`src/rtl/target_cell_controller.sv`:
```
// target_cell_controller: places a target in one cell of a 4x4 VGA grid,
// runs its show / hit / miss lifetime, keeps saturating score and miss
// counters and produces a registered 3-bit {R,G,B} pixel colour.
// Optional build macro GRID_LINES_EN draws white grid lines outside the target.

module target_cell_controller #(
    parameter int SAMPLE_AT    = 4,
    parameter int LIFE_TICKS   = 3,
    parameter int FLASH_CYCLES = 25000000,
    parameter int CELL_W       = 160,
    parameter int CELL_H       = 120
) (
    input  logic        CLK,
    input  logic        reset,
    input  logic [27:0] nanos_in,
    input  logic [3:0]  rand_in,
    input  logic        hit_valid,
    input  logic [3:0]  hit_cell,
    input  logic [9:0]  pixel_x,
    input  logic [9:0]  pixel_y,
    input  logic        video_on,
    output logic [3:0]  target_cell,
    output logic        target_active,
    output logic [7:0]  score,
    output logic [7:0]  miss_count,
    output logic [2:0]  rgb
);

    localparam int FLASH_W = (FLASH_CYCLES > 1) ? $clog2(FLASH_CYCLES) : 1;
    localparam logic [FLASH_W-1:0] FLASH_LAST = FLASH_W'(FLASH_CYCLES - 1);

    localparam logic [9:0] X1 = 10'(CELL_W);
    localparam logic [9:0] X2 = 10'(2 * CELL_W);
    localparam logic [9:0] X3 = 10'(3 * CELL_W);
    localparam logic [9:0] X4 = 10'(4 * CELL_W);
    localparam logic [9:0] Y1 = 10'(CELL_H);
    localparam logic [9:0] Y2 = 10'(2 * CELL_H);
    localparam logic [9:0] Y3 = 10'(3 * CELL_H);
    localparam logic [9:0] Y4 = 10'(4 * CELL_H);

    typedef enum logic [1:0] {
        ST_IDLE,
        ST_SHOW,
        ST_HIT_FLASH,
        ST_MISS_FLASH
    } state_t;

    state_t               state_q, state_d;
    logic [3:0]           target_cell_q, target_cell_d;
    logic [3:0]           last_cell_q, last_cell_d;
    logic [3:0]           life_q, life_d;
    logic [FLASH_W-1:0]   flash_cnt_q, flash_cnt_d;
    logic [7:0]           score_q, score_d;
    logic [7:0]           miss_q, miss_d;
    logic                 active_q, active_d;
    logic [2:0]           rgb_q, rgb_d;

    logic                 tick;
    logic [3:0]           new_cell;
    logic [1:0]           col;
    logic [1:0]           row;
    logic [3:0]           px_cell;
    logic                 in_grid;
    logic                 on_grid_line;

    // Sample pulse: the upstream counter passes SAMPLE_AT exactly once per period.
    assign tick = (nanos_in == 28'(SAMPLE_AT));

    // Next-state logic for the target lifetime and the score / miss counters.
    always_comb begin
        state_d       = state_q;
        target_cell_d = target_cell_q;
        last_cell_d   = last_cell_q;
        life_d        = life_q;
        flash_cnt_d   = flash_cnt_q;
        score_d       = score_q;
        miss_d        = miss_q;
        new_cell      = (rand_in == last_cell_q) ? rand_in + 4'd1 : rand_in;

        case (state_q)
            ST_IDLE: begin
                if (tick) begin
                    target_cell_d = new_cell;
                    last_cell_d   = new_cell;
                    life_d        = 4'(LIFE_TICKS);
                    state_d       = ST_SHOW;
                end
            end
            ST_SHOW: begin
                if (hit_valid && (hit_cell == target_cell_q)) begin
                    if (score_q != 8'hFF) begin
                        score_d = score_q + 8'd1;
                    end
                    flash_cnt_d = '0;
                    state_d     = ST_HIT_FLASH;
                end else if (tick) begin
                    if (life_q == 4'd1) begin
                        if (miss_q != 8'hFF) begin
                            miss_d = miss_q + 8'd1;
                        end
                        flash_cnt_d = '0;
                        state_d     = ST_MISS_FLASH;
                    end else begin
                        life_d = life_q - 4'd1;
                    end
                end
            end
            ST_HIT_FLASH, ST_MISS_FLASH: begin
                flash_cnt_d = flash_cnt_q + 1'b1;
                if (flash_cnt_q == FLASH_LAST) begin
                    state_d = ST_IDLE;
                end
            end
            default: begin
                state_d = ST_IDLE;
            end
        endcase

        active_d = (state_d == ST_SHOW);
    end

    // Map the current pixel onto the 4x4 grid with comparison chains instead of dividers.
    always_comb begin
        if (pixel_x < X1)      col = 2'd0;
        else if (pixel_x < X2) col = 2'd1;
        else if (pixel_x < X3) col = 2'd2;
        else                   col = 2'd3;

        if (pixel_y < Y1)      row = 2'd0;
        else if (pixel_y < Y2) row = 2'd1;
        else if (pixel_y < Y3) row = 2'd2;
        else                   row = 2'd3;

        px_cell = {row, col};
        in_grid = (pixel_x < X4) && (pixel_y < Y4);
    end

`ifdef GRID_LINES_EN
    localparam int XM_W = $clog2(CELL_W);
    localparam int YM_W = $clog2(CELL_H);
    localparam logic [XM_W-1:0] XM_LAST = XM_W'(CELL_W - 1);
    localparam logic [YM_W-1:0] YM_LAST = YM_W'(CELL_H - 1);

    logic [9:0]      prev_x_q;
    logic [9:0]      prev_y_q;
    logic [XM_W-1:0] x_mod_q, x_mod_d;
    logic [YM_W-1:0] y_mod_q, y_mod_d;

    // Track pixel_x % CELL_W and pixel_y % CELL_H by counting scan steps from the line / frame start.
    always_comb begin
        x_mod_d = x_mod_q;
        y_mod_d = y_mod_q;
        if (pixel_x == 10'd0) begin
            x_mod_d = '0;
        end else if (pixel_x != prev_x_q) begin
            x_mod_d = (x_mod_q == XM_LAST) ? '0 : x_mod_q + 1'b1;
        end
        if (pixel_y == 10'd0) begin
            y_mod_d = '0;
        end else if (pixel_y != prev_y_q) begin
            y_mod_d = (y_mod_q == YM_LAST) ? '0 : y_mod_q + 1'b1;
        end
    end

    // Remember the previous scan position and the running remainders.
    always_ff @(posedge CLK or negedge reset) begin
        if (!reset) begin
            prev_x_q <= '0;
            prev_y_q <= '0;
            x_mod_q  <= '0;
            y_mod_q  <= '0;
        end else begin
            prev_x_q <= pixel_x;
            prev_y_q <= pixel_y;
            x_mod_q  <= x_mod_d;
            y_mod_q  <= y_mod_d;
        end
    end

    assign on_grid_line = in_grid && ((x_mod_d == '0) || (y_mod_d == '0));
`else
    assign on_grid_line = 1'b0;
`endif

    // Pixel colour: blanking first, then the target cell coloured by state, then grid lines.
    always_comb begin
        rgb_d = 3'b000;
        if (video_on) begin
            if (in_grid && (px_cell == target_cell_q)) begin
                case (state_q)
                    ST_SHOW:       rgb_d = 3'b100;
                    ST_HIT_FLASH:  rgb_d = 3'b010;
                    ST_MISS_FLASH: rgb_d = 3'b001;
                    default:       rgb_d = 3'b000;
                endcase
            end else if (on_grid_line) begin
                rgb_d = 3'b111;
            end
        end
    end

    // State register and registered outputs.
    always_ff @(posedge CLK or negedge reset) begin
        if (!reset) begin
            state_q       <= ST_IDLE;
            target_cell_q <= '0;
            last_cell_q   <= '0;
            life_q        <= '0;
            flash_cnt_q   <= '0;
            score_q       <= '0;
            miss_q        <= '0;
            active_q      <= 1'b0;
            rgb_q         <= 3'b000;
        end else begin
            state_q       <= state_d;
            target_cell_q <= target_cell_d;
            last_cell_q   <= last_cell_d;
            life_q        <= life_d;
            flash_cnt_q   <= flash_cnt_d;
            score_q       <= score_d;
            miss_q        <= miss_d;
            active_q      <= active_d;
            rgb_q         <= rgb_d;
        end
    end

    assign target_cell   = target_cell_q;
    assign target_active = active_q;
    assign score         = score_q;
    assign miss_count    = miss_q;
    assign rgb           = rgb_q;

endmodule

```
`config.mk`:
```
export PLATFORM = sky130hd
export DESIGN_NAME = target_cell_controller
export DESIGN_NICKNAME = d
export VERILOG_FILES = /design/src/rtl/target_cell_controller.sv
export SDC_FILE = /design/constraint.sdc
export NUM_CORES = 1
export LEC_CHECK = 0
export BUFFER_PORTS_ARGS = -buffer_cell sky130_fd_sc_hd__clkbuf_2
export CAP_MARGIN = 0
export CELL_PAD_IN_SITES_DETAIL_PLACEMENT = 1
export CELL_PAD_IN_SITES_GLOBAL_PLACEMENT = 1
export CORE_MARGIN = 1.5
export CORE_UTILIZATION = 25
export CTS_CLUSTER_DIAMETER = 120
export CTS_CLUSTER_SIZE = 40
export DETAILED_ROUTE_END_ITERATION = 16
export PLACE_DENSITY = 0.66
export SETUP_SLACK_MARGIN = 0.15
export SYNTH_ARGS = -nofsm -noshare
export SYNTH_HDL_FRONTEND = slang
export SYNTH_SLANG_ARGS = --single-unit
```
`constraint.sdc`:
```
create_clock -name CLK -period 3 [get_ports CLK]
set_input_delay 0.15 -clock CLK [delete_from_list [all_inputs] [get_ports CLK]]
set_output_delay 0.15 -clock CLK [all_outputs]
set_load 0.02 [all_outputs]
```
Word-level counts from Yosys, hierarchy flattened
Index checks and enable logic that the tools add are counted.
{"block": "totals", "input_bits": 60, "mem_bits_rw": 0, "latchBits": 0, "mem_count": 0, "romBits": 0, "out_inout_bits": 24, "regBits": 55, "word_cells": 77}
{"block": "op_classes", "n_reduce_logical": 12, "bitwise": 1, "eq_ne": 18, "order_cmp": 8, "add_sub_neg": 5, "shift": 0, "n_div": 0, "n_mux": 25, "multipliers": 0}
{"cell": "25-bit 2-to-1 mux", "count": 3}
{"cell": "25-bit case mux with 2 select lines", "count": 1}
{"cell": "10-bit by 9-bit < comparator with 1-bit output (second input constant)", "count": 4}
{"cell": "28-bit by 3-bit == test with 1-bit output (second input constant)", "count": 1}
{"cell": "25-bit by 1-bit adder with 25-bit output (second input constant)", "count": 1}
{"cell": "25-bit == test (second input constant)", "count": 1}
{"cell": "10-bit by 8-bit < comparator with 1-bit output (second input constant)", "count": 2}
{"cell": "4-bit 2-to-1 mux", "count": 5}
{"cell": "2-bit 2-to-1 mux", "count": 9}
{"cell": "8-bit by 1-bit adder with 8-bit output (second input constant)", "count": 2}
{"cell": "8-bit != test (second input constant)", "count": 2}
{"cell": "4-bit == test", "count": 3}
{"cell": "10-bit < comparator (second input constant)", "count": 1}
{"cell": "10-bit by 7-bit < comparator with 1-bit output (second input constant)", "count": 1}
{"cell": "5-bit AND reduction", "count": 2}
{"cell": "3-bit case mux with 3 select lines", "count": 1}
{"cell": "2-bit != test (second input constant)", "count": 4}
{"cell": "4-bit case mux with 2 select lines", "count": 1}
{"cell": "3-bit 2-to-1 mux", "count": 2}
{"cell": "3-bit != test (second input constant)", "count": 2}
{"cell": "2-bit case mux with 3 select lines", "count": 1}
{"cell": "3-bit AND reduction", "count": 2}
{"cell": "4-bit by 1-bit adder with 4-bit output (second input constant)", "count": 1}
{"cell": "2-bit by 1-bit == test with 1-bit output (second input constant)", "count": 2}
{"cell": "other kinds (10)", "count": 15}

Logic depth before layout (Yosys ltp)
Gate-level depths: netlist (run 1).
{"block": "depth", "depth_word": 8, "ltp_mapped": 9, "depth_no_buf": 8}

Least setup slack after synthesis (run 1)
Ideal clock, no wire load.
{"block": "synth_path", "kind": "register to register", "from": "register life_q[1]", "to": "register flash_cnt_q[24]", "required_time_ns": 2.880, "setup_ns": 0.120, "arrival_ns": 2.092, "stages_incl_launch_ff": 9, "period_less_slack_ns": 2.212, "path_buffers": 0, "slack_ns": 0.788, "path_cell_list": "dfrtp_1 inv_1 ha_1 nor3b_1 a21oi_1 o41a_1 a2111oi_1 xnor2_1 nor2_2"}
{"block": "synth_via", "elab_chain_len": 3}
{"item": "from (decl)", "line": "51", "rtl": "logic [3:0] life_q, life_d;"}
{"item": "from (signal assigned)", "line": "218", "rtl": "life_q <= life_d;"}
{"item": "4-bit by 1-bit == test with 1-bit output", "line": "97", "rtl": "if (life_q == 4'd1) begin"}
{"item": "3-bit != test (no line)"}
{"item": "3-bit AND reduction (no line)"}
{"item": "to (signal assigned)", "line": "219", "rtl": "flash_cnt_q <= flash_cnt_d;"}
{"item": "to (decl)", "line": "52", "rtl": "logic [FLASH_W-1:0] flash_cnt_q, flash_cnt_d;"}
No other way between the ends.
A chain may end at the register's enable or synchronous reset.

Worst setup path in the final report (run 1)
{"block": "layout_path", "from": "register life_q[1]", "to": "register flash_cnt_q[21]"}
Same word-level chain as after synthesis.

==> qor.yml, run 1 <==
status:
  status: "complete, no violations"
setup_path:
  cp.arrival_ns: 2.73
  crit_cells: 9
  path_max_fanout: 10
  cp.required_ns: 3.21
  regToRegEndpoint: "flash_cnt_q[21]"
  r2r_slack_ns: 0.49
  crit_path_end_kind: "flop"
  r2r-start: "life_q[1]"
  critPathTopFamily: "compound AO/OA/AOI/OAI gates"
  rr_worst_depth: 9
  crit_type: "flop to flop"
  start_kind: "flop"
  cp.buffers_inverters: 2
  critPathMaxStageDelay_ns: 0.53
  cp_slowest_cell: "or4_1"
  cp_cell_sequence: "inv_1, ha_1, nor3b_2, a21oi_1, o41ai_4, buf_4, o21ai_1, or4_1, a21oi_1"
  crit_top_cell: "a21oi_1"
layout:
  stdcell_count: 534
  insertedDiodeCount: 0
  area_delta_synth_final_pct: 23.5
  final_cell_area_mm2: 0.00377
  fillers: 1385
  fin_util_pct: 31.5
  drive_gt1_share_pct: 25.8
  fin_nets: 452
grt:
  track_usage_pct: 13.0
  grt_remaining_overflow: 0
  antenna_found_initial: 0
  grt_pass1_wl_um: 13600
  grt_max_degree: 42
  grt_pass1_vias: 2789
run:
  max-cap-violations: 0
clock_tree:
  hold_buffers: 0
  post_cts_buffers: 0
  cts.sinks: 55
  clkLatencyLatePin_ns: 0.29
  cts.path.max_buffers: 2
  clk_transition_reported_paths_ns: 0.07
  h-tree-depth: 2
  cts_tree: "built"
  cts_buffers: 5
  root_buffer: "clkbuf_16"
power:
  ir_drop_mv: 0.185
  power_density_mw_per_mm2: 373
  p_leak_nw: 1.69
routing:
  topRoutingLayerUsed: "met4"
  num_vias: 2645
  vias_per_cell: 4.95
  wl_met3_um: 218
  wl_um: 7910
  drtAntennaViolNets: 0
  wl_per_cell_um: 14.8
  dr.pass1.iters: 4
  wl_met2_um: 4130
  drtIter0Drc: 64
  wl_met1_um: 3450
  drc_errors: 0
sta:
  max_slew_margin_pct: 30.1
  tns_ns: 0
  hold_viol: 0
  finalCritPeriodShare_pct: 83.8
  clock.fmax_mhz: 398
  rsz0062_at_grt: "false"
  worstMarginPinSlew_ns: 1.05
  skew_ns: 0.00804
  period_needed_ns: 2.51
  setup_viol: 0
  final-max-slew-violation-count: 0
  layout_setup_ws_ns: 0.487
synth:
  yosys_most_used_dff: "dfrtp_1"
  syn-instance-count: 307
  yosysUniqueCellTypes: 46
  yosysTopAreaCellShare_pct: 45.1
  synth_compound_area_share_pct: 14.1
  ys_seq_elements: 55
  synthTopCellsByArea: "dfrtp_1 (45%), xnor2_1 (7.2%), xor2_1 (6.6%), nor2_1 (3.9%), o2111ai_1 (2.6%)"
  synth_xor_xnor_area_share_pct: 13.8
  synthAdderAreaFrac_pct: 2.79
  syn-cell-area_mm2: 0.00305
  syn-mean-instance-area_um2: 9.94
  synthSimpleGateAreaFrac_pct: 20.6
  yosys.area.top_type: "dfrtp_1"
  synth_top_family_by_area: "simple AND/OR/NAND/NOR gates"
  yosysWarnings: 0
  synth_edf_count: 0
  muxShareOfSynthArea_pct: 1.39
  synth_nets: 373
  synth_seq_area_share_pct: 45.1
  async_flop_share_pct: 100
place:
  io_buffer_count: 75
  dp_cells: 526
  placement.setup.worst_slack_ns: 0.359
  dp.final_hpwl_um: 6090
  place_area_mm2: 0.00362
  globalplace.congestion: 0.779
floorplanning:
  coreArea_mm2: 0.0120
  ios: 84
  die_x_um: 113
  initial_utilization_pct: 25.5
  rows: 40
  dieArea_mm2: 0.0129
  chipHeight_um: 113
hold_path:
  min_path_type: "input port to asynchronous set/reset pin"
## area by class of cell
cell class | count | area [um2] | area share, %
Clock inverter | 2 | 12.5 | 0.332
Inverter | 7 | 26.3 | 0.697
Timing Repair Buffer | 82 | 428 | 11.4
Multi-Input combinational cell | 235 | 1610 | 42.8
Sequential cell | 55 | 1380 | 36.5
Tap cell | 147 | 184 | 4.88
Clock buffer | 6 | 129 | 3.42
## cells in the mapped netlist, types with 2 or more instances
| cell type | count |
|---|---|
| inv_1 | 7 |
| dfrtp_1 | 55 |
| a31oi_1 | 2 |
| or4_1 | 3 |
| mux2i_1 | 2 |
| nand3b_1 | 2 |
| nand3_1 | 12 |
| nand2_1 | 18 |
| mux2_2 | 2 |
| nor2_1 | 32 |
| o31ai_1 | 4 |
| a21oi_1 | 15 |
| nor4_1 | 7 |
| xnor2_1 | 25 |
| and4_1 | 5 |
| nor3b_1 | 2 |
| nor3_1 | 4 |
| buf_2 | 4 |
| nand4_1 | 11 |
| o211ai_1 | 3 |
| or3_1 | 3 |
| o2111ai_1 | 9 |
| o21ai_0 | 10 |
| a2111oi_1 | 2 |
| nor2_2 | 2 |
| xor2_1 | 23 |
| and3_1 | 12 |
| a21o_1 | 2 |
| clkbuf_1 | 6 |
| a211oi_1 | 2 |
| ha_1 | 6 |
## logic make-up after synthesis
| family | count (synthesis) |
|---|---|
| flip-flops | 55 |
| adder cells (fa/ha/maj) | 7 |
| AO/OA/AOI/OAI | 59 |
| buffers and inverters | 17 |
| XOR/XNOR | 48 |
| multiplexers | 4 |
| AND/OR/NAND/NOR | 117 |
## worst max-delay path by stage
stage | startpoint | end | slack [ns]
after CTS | life_q[1] | flash_cnt_q[21] | 0.31
after floorplan | life_q[1] | flash_cnt_q[24] | 0.79
final | life_q[1] | flash_cnt_q[21] | 0.49
after detailed placement | life_q[1] | flash_cnt_q[21] | 0.36
after global routing | life_q[1] | flash_cnt_q[21] | 0.27
after global placement | life_q[1] | flash_cnt_q[21] | 0.44
## cell usage in the layout (no fill, tap or decap), types with 2 or more instances in the layout
| master | n |
|---|---|
| or3_1 | 3 |
| nor4_1 | 7 |
| nand4_1 | 11 |
| nand3_1 | 12 |
| xor2_1 | 23 |
| nand2_1 | 18 |
| or4_1 | 3 |
| nor2_2 | 2 |
| a21o_1 | 2 |
| a2111oi_1 | 2 |
| nor3_1 | 4 |
| o31ai_1 | 4 |
| o21ai_0 | 10 |
| and3_1 | 12 |
| inv_1 | 7 |
| a211oi_1 | 2 |
| clkbuf_16 | 5 |
| dfrtp_1 | 55 |
| nor2_1 | 32 |
| nand3b_1 | 2 |
| xnor2_1 | 25 |
| a21oi_1 | 15 |
| a31oi_1 | 2 |
| o211ai_1 | 3 |
| clkbuf_2 | 75 |
| mux2i_1 | 2 |
| and4_1 | 5 |
| buf_4 | 7 |
| o2111ai_1 | 9 |
| ha_1 | 6 |
| mux2_2 | 2 |
## where the power goes
part / switching, mW / total [mW] / internal [mW]
Clock: 0.265 / 0.574 / 0.309
Sequential: 0.00195 / 0.745 / 0.743
Combinational: 0.0449 / 0.0855 / 0.0406
## registers in the layout (all words and copies together) (netlist names)
register,flops
life_q,4
score,8
target_active,1
last_cell_q,4
rgb,3
miss_count,8
state_q,2
flash_cnt_q,25
## what timing repair did
action                     in CTS  in global routing
setup endpoints to repair       0                  1
gates resized for setup         0                  1
hold endpoints to repair        0                  0
## metal layers
layer,vias to the layer above,track usage [%]
met5,-,0
met4,0,3.42
li1,1281,-
met2,35,23.5
met1,1320,15.9
met3,9,2.34
## stage by stage
step | total power [mW] | hold slack [ns]
6_report | 1.40 | 0.0319
5_1_grt | 1.46 | 0.110
4_1_cts | 1.43 | 0.0698
3_5_place_dp | 0.847 | 0.389
3_3_place_gp | 0.843 | 0.376
2_1_floorplan | 0.785 | -0.146
(Power assumes the default switching activity.)
==> inputs of run 2 (changes only) <==
- PLACE_DENSITY: 0.66 -> 0.68
- clock period: 3 -> 2.07 ns (I/O delays scaled with it)
==> run 2 against run 1 <==
Against the previous run:
- highest routed layer unchanged
- largest cell class unchanged
- hold slack improved by 0.12 ns
- critical path depth decreased by 1
- first-iteration DRC count decreased by 20%
- combinational power increased by 60%
- the run now ends with setup timing left
- total power increased by 50%
- clock power increased by 54%
- design area increased by 18%
- die area unchanged
==> qor.yml, run 2 (same netlist as run 1, synthesis figures left out) <==
routing:
  drc_errors: 0  # unchanged
  drtIter0Drc: 51  # was 64
  wl_um: 8760  # was 7910 um
  dr.pass1.iters: 4  # unchanged
  wl_per_cell_um: 15.3  # was 14.8 um
  num_vias: 2786  # was 2645
  drtAntennaViolNets: 0  # unchanged
  vias_per_cell: 4.87  # was 4.95
power:
  swShare_pct: 22.6  # was 22.2%
  internal_power_mw: 1.63  # was 1.09 mW
  clkPwrFrac_pct: 42.2  # was 40.9%
  power_frac_comb_pct: 6.5  # was 6.1%
  power_density_mw_per_mm2: 472  # was 373 mW/mm2
  netSwitchingPower_mw: 0.474  # was 0.311 mW
  ir_drop_mv: 0.342  # was 0.185 mV
  seq_power_share_pct: 51.3  # was 53.0%
  p_leak_nw: 1.91  # was 1.69 nW
clock_tree:
  root_buffer: "clkbuf_16"  # unchanged
  h-tree-depth: 2  # unchanged
  cts_buffers: 5  # unchanged
  cts.path.max_buffers: 2  # unchanged
  cts_tree: "built"  # unchanged
  cts.sinks: 55  # unchanged
  clk_transition_reported_paths_ns: 0.08  # was 0.07 ns
  clkLatencyLatePin_ns: 0.30  # was 0.29 ns
layout:
  stdcell_count: 572  # was 534
  fin_util_pct: 37.2  # was 31.5%
  area_delta_synth_final_pct: 45.8  # was 23.5%
  mostFrequentLayoutCells: "clkbuf_2 (75), dfrtp_1 (51), buf_4 (36)"  # was clkbuf_2 (75), dfrtp_1 (55), nor2_1 (32)
  insertedDiodeCount: 0  # unchanged
  drive_gt1_share_pct: 41.6  # was 25.8%
  largest_reg_flops: 25  # unchanged
  final_common_cell: "clkbuf_2"  # unchanged
  fillers: 1349  # was 1385
  final_cell_area_mm2: 0.00445  # was 0.00377 mm2
  fin_nets: 490  # was 452
  ff_latch_area_mm2: 0.00138  # about the same
  multi_input_area_mm2: 0.00193  # was 0.00161 mm2
  largest-register: "flash_cnt_q"  # unchanged
sta:
  max_slew_margin_pct: 57.9  # was 30.1%
  finalCritPeriodShare_pct: 106  # was 83.8%
  worstMarginPinSlew_ns: 0.631  # was 1.05 ns
  period_needed_ns: 2.18  # was 2.51 ns
  clock.fmax_mhz: 458  # was 398 MHz
  layout_setup_ws_ns: -0.115  # was 0.487 ns
  rsz0062_at_grt: "true"  # was false
  final-max-slew-violation-count: 0  # unchanged
  hold_viol: 0  # unchanged
  setup_viol: 15  # was 0
  whs_ns: 0.148  # was 0.0319 ns
  skew_ns: 0.00788  # was 0.00804 ns
place:
  dp.final_hpwl_um: 6370  # was 6090 um
  io_buffer_count: 75  # unchanged
  globalplace.congestion: 0.789  # was 0.779
  dp_cells: 551  # was 526
  place_area_mm2: 0.00389  # was 0.00362 mm2
setup_path:
  cp.required_ns: 2.29  # was 3.21 ns
  cp.arrival_ns: 2.40  # was 2.73 ns
  regToRegEndpoint: "flash_cnt_q[19]"  # was flash_cnt_q[21]
  rr_worst_depth: 8  # was 9
  r2r-start: "life_q[1]"  # unchanged
  crit_type: "flop to flop"  # unchanged
  crit_path_end_kind: "flop"  # unchanged
  start_kind: "flop"  # unchanged
  r2r_slack_ns: -0.11  # was 0.49 ns
  path_max_fanout: 5  # was 10
grt:
  top_usage_layer: "met2"  # unchanged
  antenna_found_initial: 0  # unchanged
  use_met3_pct: 2.02  # was 2.34%
  grt_pass1_vias: 3028  # was 2789
  track_usage_pct: 14.1  # was 13.0%
  grt_pass1_wl_um: 14800  # was 13600 um
  met2_usage_pct: 26.1  # was 23.5%
  grt_max_degree: 33  # was 42
  global_route.usage.met1_pct: 17.5  # was 15.9%
  grt_remaining_overflow: 0  # unchanged
floorplanning:
  ios: 84  # unchanged
  die_x_um: 113  # unchanged
  coreArea_mm2: 0.0120  # unchanged
  dieArea_mm2: 0.0129  # unchanged
  chipHeight_um: 113  # unchanged
  initial_utilization_pct: 25.5  # unchanged
  rows: 40  # unchanged
hold_path:
  min_path_type: "input port to flop"  # was input port to asynchronous set/reset pin
  holdPathEnd: "last_cell_q[3]"
  hold_start: "rand_in[3]"
  holdPathStages: 3
run:
  max-cap-violations: 0  # unchanged
status:
  violations: "setup timing"
  status: "finished with violations"  # was complete, no violations
-- run 2: cell types whose count changed in the layout (fill, tap and decap cells not counted), sizes merged --
cell	before	now
dlygate4sd3	0	1
buf	7	44
-- run 2: routing by layer --
metal	part of all wire (%)	up-vias
met3	2.2	7
met4	0.72	0
met2	53	33
met1	44	1392
li1	-	1354
met5	0	-
-- run 2: power groups by stage --
| stage | clock network (mW) | registers, mW | logic, mW |
|---|---|---|---|
| 3_5_place_dp | 0 | 1.10 | 0.136 |
| 3_3_place_gp | 0 | 1.10 | 0.131 |
| 6_report | 0.886 | 1.08 | 0.137 |
| 5_1_grt | 0.948 | 1.08 | 0.153 |
| 2_1_floorplan | 0 | 1.10 | 0.0388 |
| 4_1_cts | 0.909 | 1.08 | 0.138 |
-- run 2: area by class of cell --
type	count	share of cell area, %
repair buffers	120	17.3
multi-input cells	235	43.4
clock inverters	2	0.365
inverters	7	0.647
clock buffers	6	3.12
well taps	147	4.13
flip-flops and latches	55	31.0
-- run 2: repair_timing --
item / 4_1_cts / 5_1_grt
buffers inserted: 7 / 5
pin swaps: 23 / 18
hold buffers: 1 / 0
gates resized for setup: 22 / 36
endpoints found under the setup margin: 18 / 31
hold endpoints to repair: 23 / 0
-- run 2: per-stage QoR --
step | setup slack [ns] | power (mW) | setup TNS, ns
floorplan | 0.0420 | 1.14 | 0
global placement | -0.0895 | 1.23 | -0.238
detailed placement | -0.146 | 1.24 | -0.596
CTS | -0.0761 | 2.13 | -0.227
global route | -0.231 | 2.18 | -2.57
finish | -0.115 | 2.10 | -0.665
-- run 2: worst max path at each step --
stage | start | endpoint | slack (ns) | depth (start not counted)
floorplan | life_q[1] | flash_cnt_q[20] | 0.04 | 8
global placement | nanos_in[1] | flash_cnt_q[19] | -0.09 | 8
detailed placement | nanos_in[10] | flash_cnt_q[19] | -0.15 | 8
CTS | life_q[1] | flash_cnt_q[19] | -0.08 | 8
global route | life_q[1] | flash_cnt_q[19] | -0.23 | 8
finish | life_q[1] | flash_cnt_q[19] | -0.11 | 8
-- run 2: worst max-delay path, cell delays in order, from the launching register on --
cell and delay (ns):
dfrtp_1 0.40, inv_2 0.08, ha_4 0.11, nor3b_4 0.24, a21oi_4 0.10, o41ai_4 0.25
o211ai_1 0.25, or4_1 0.52, a21oi_1 0.16
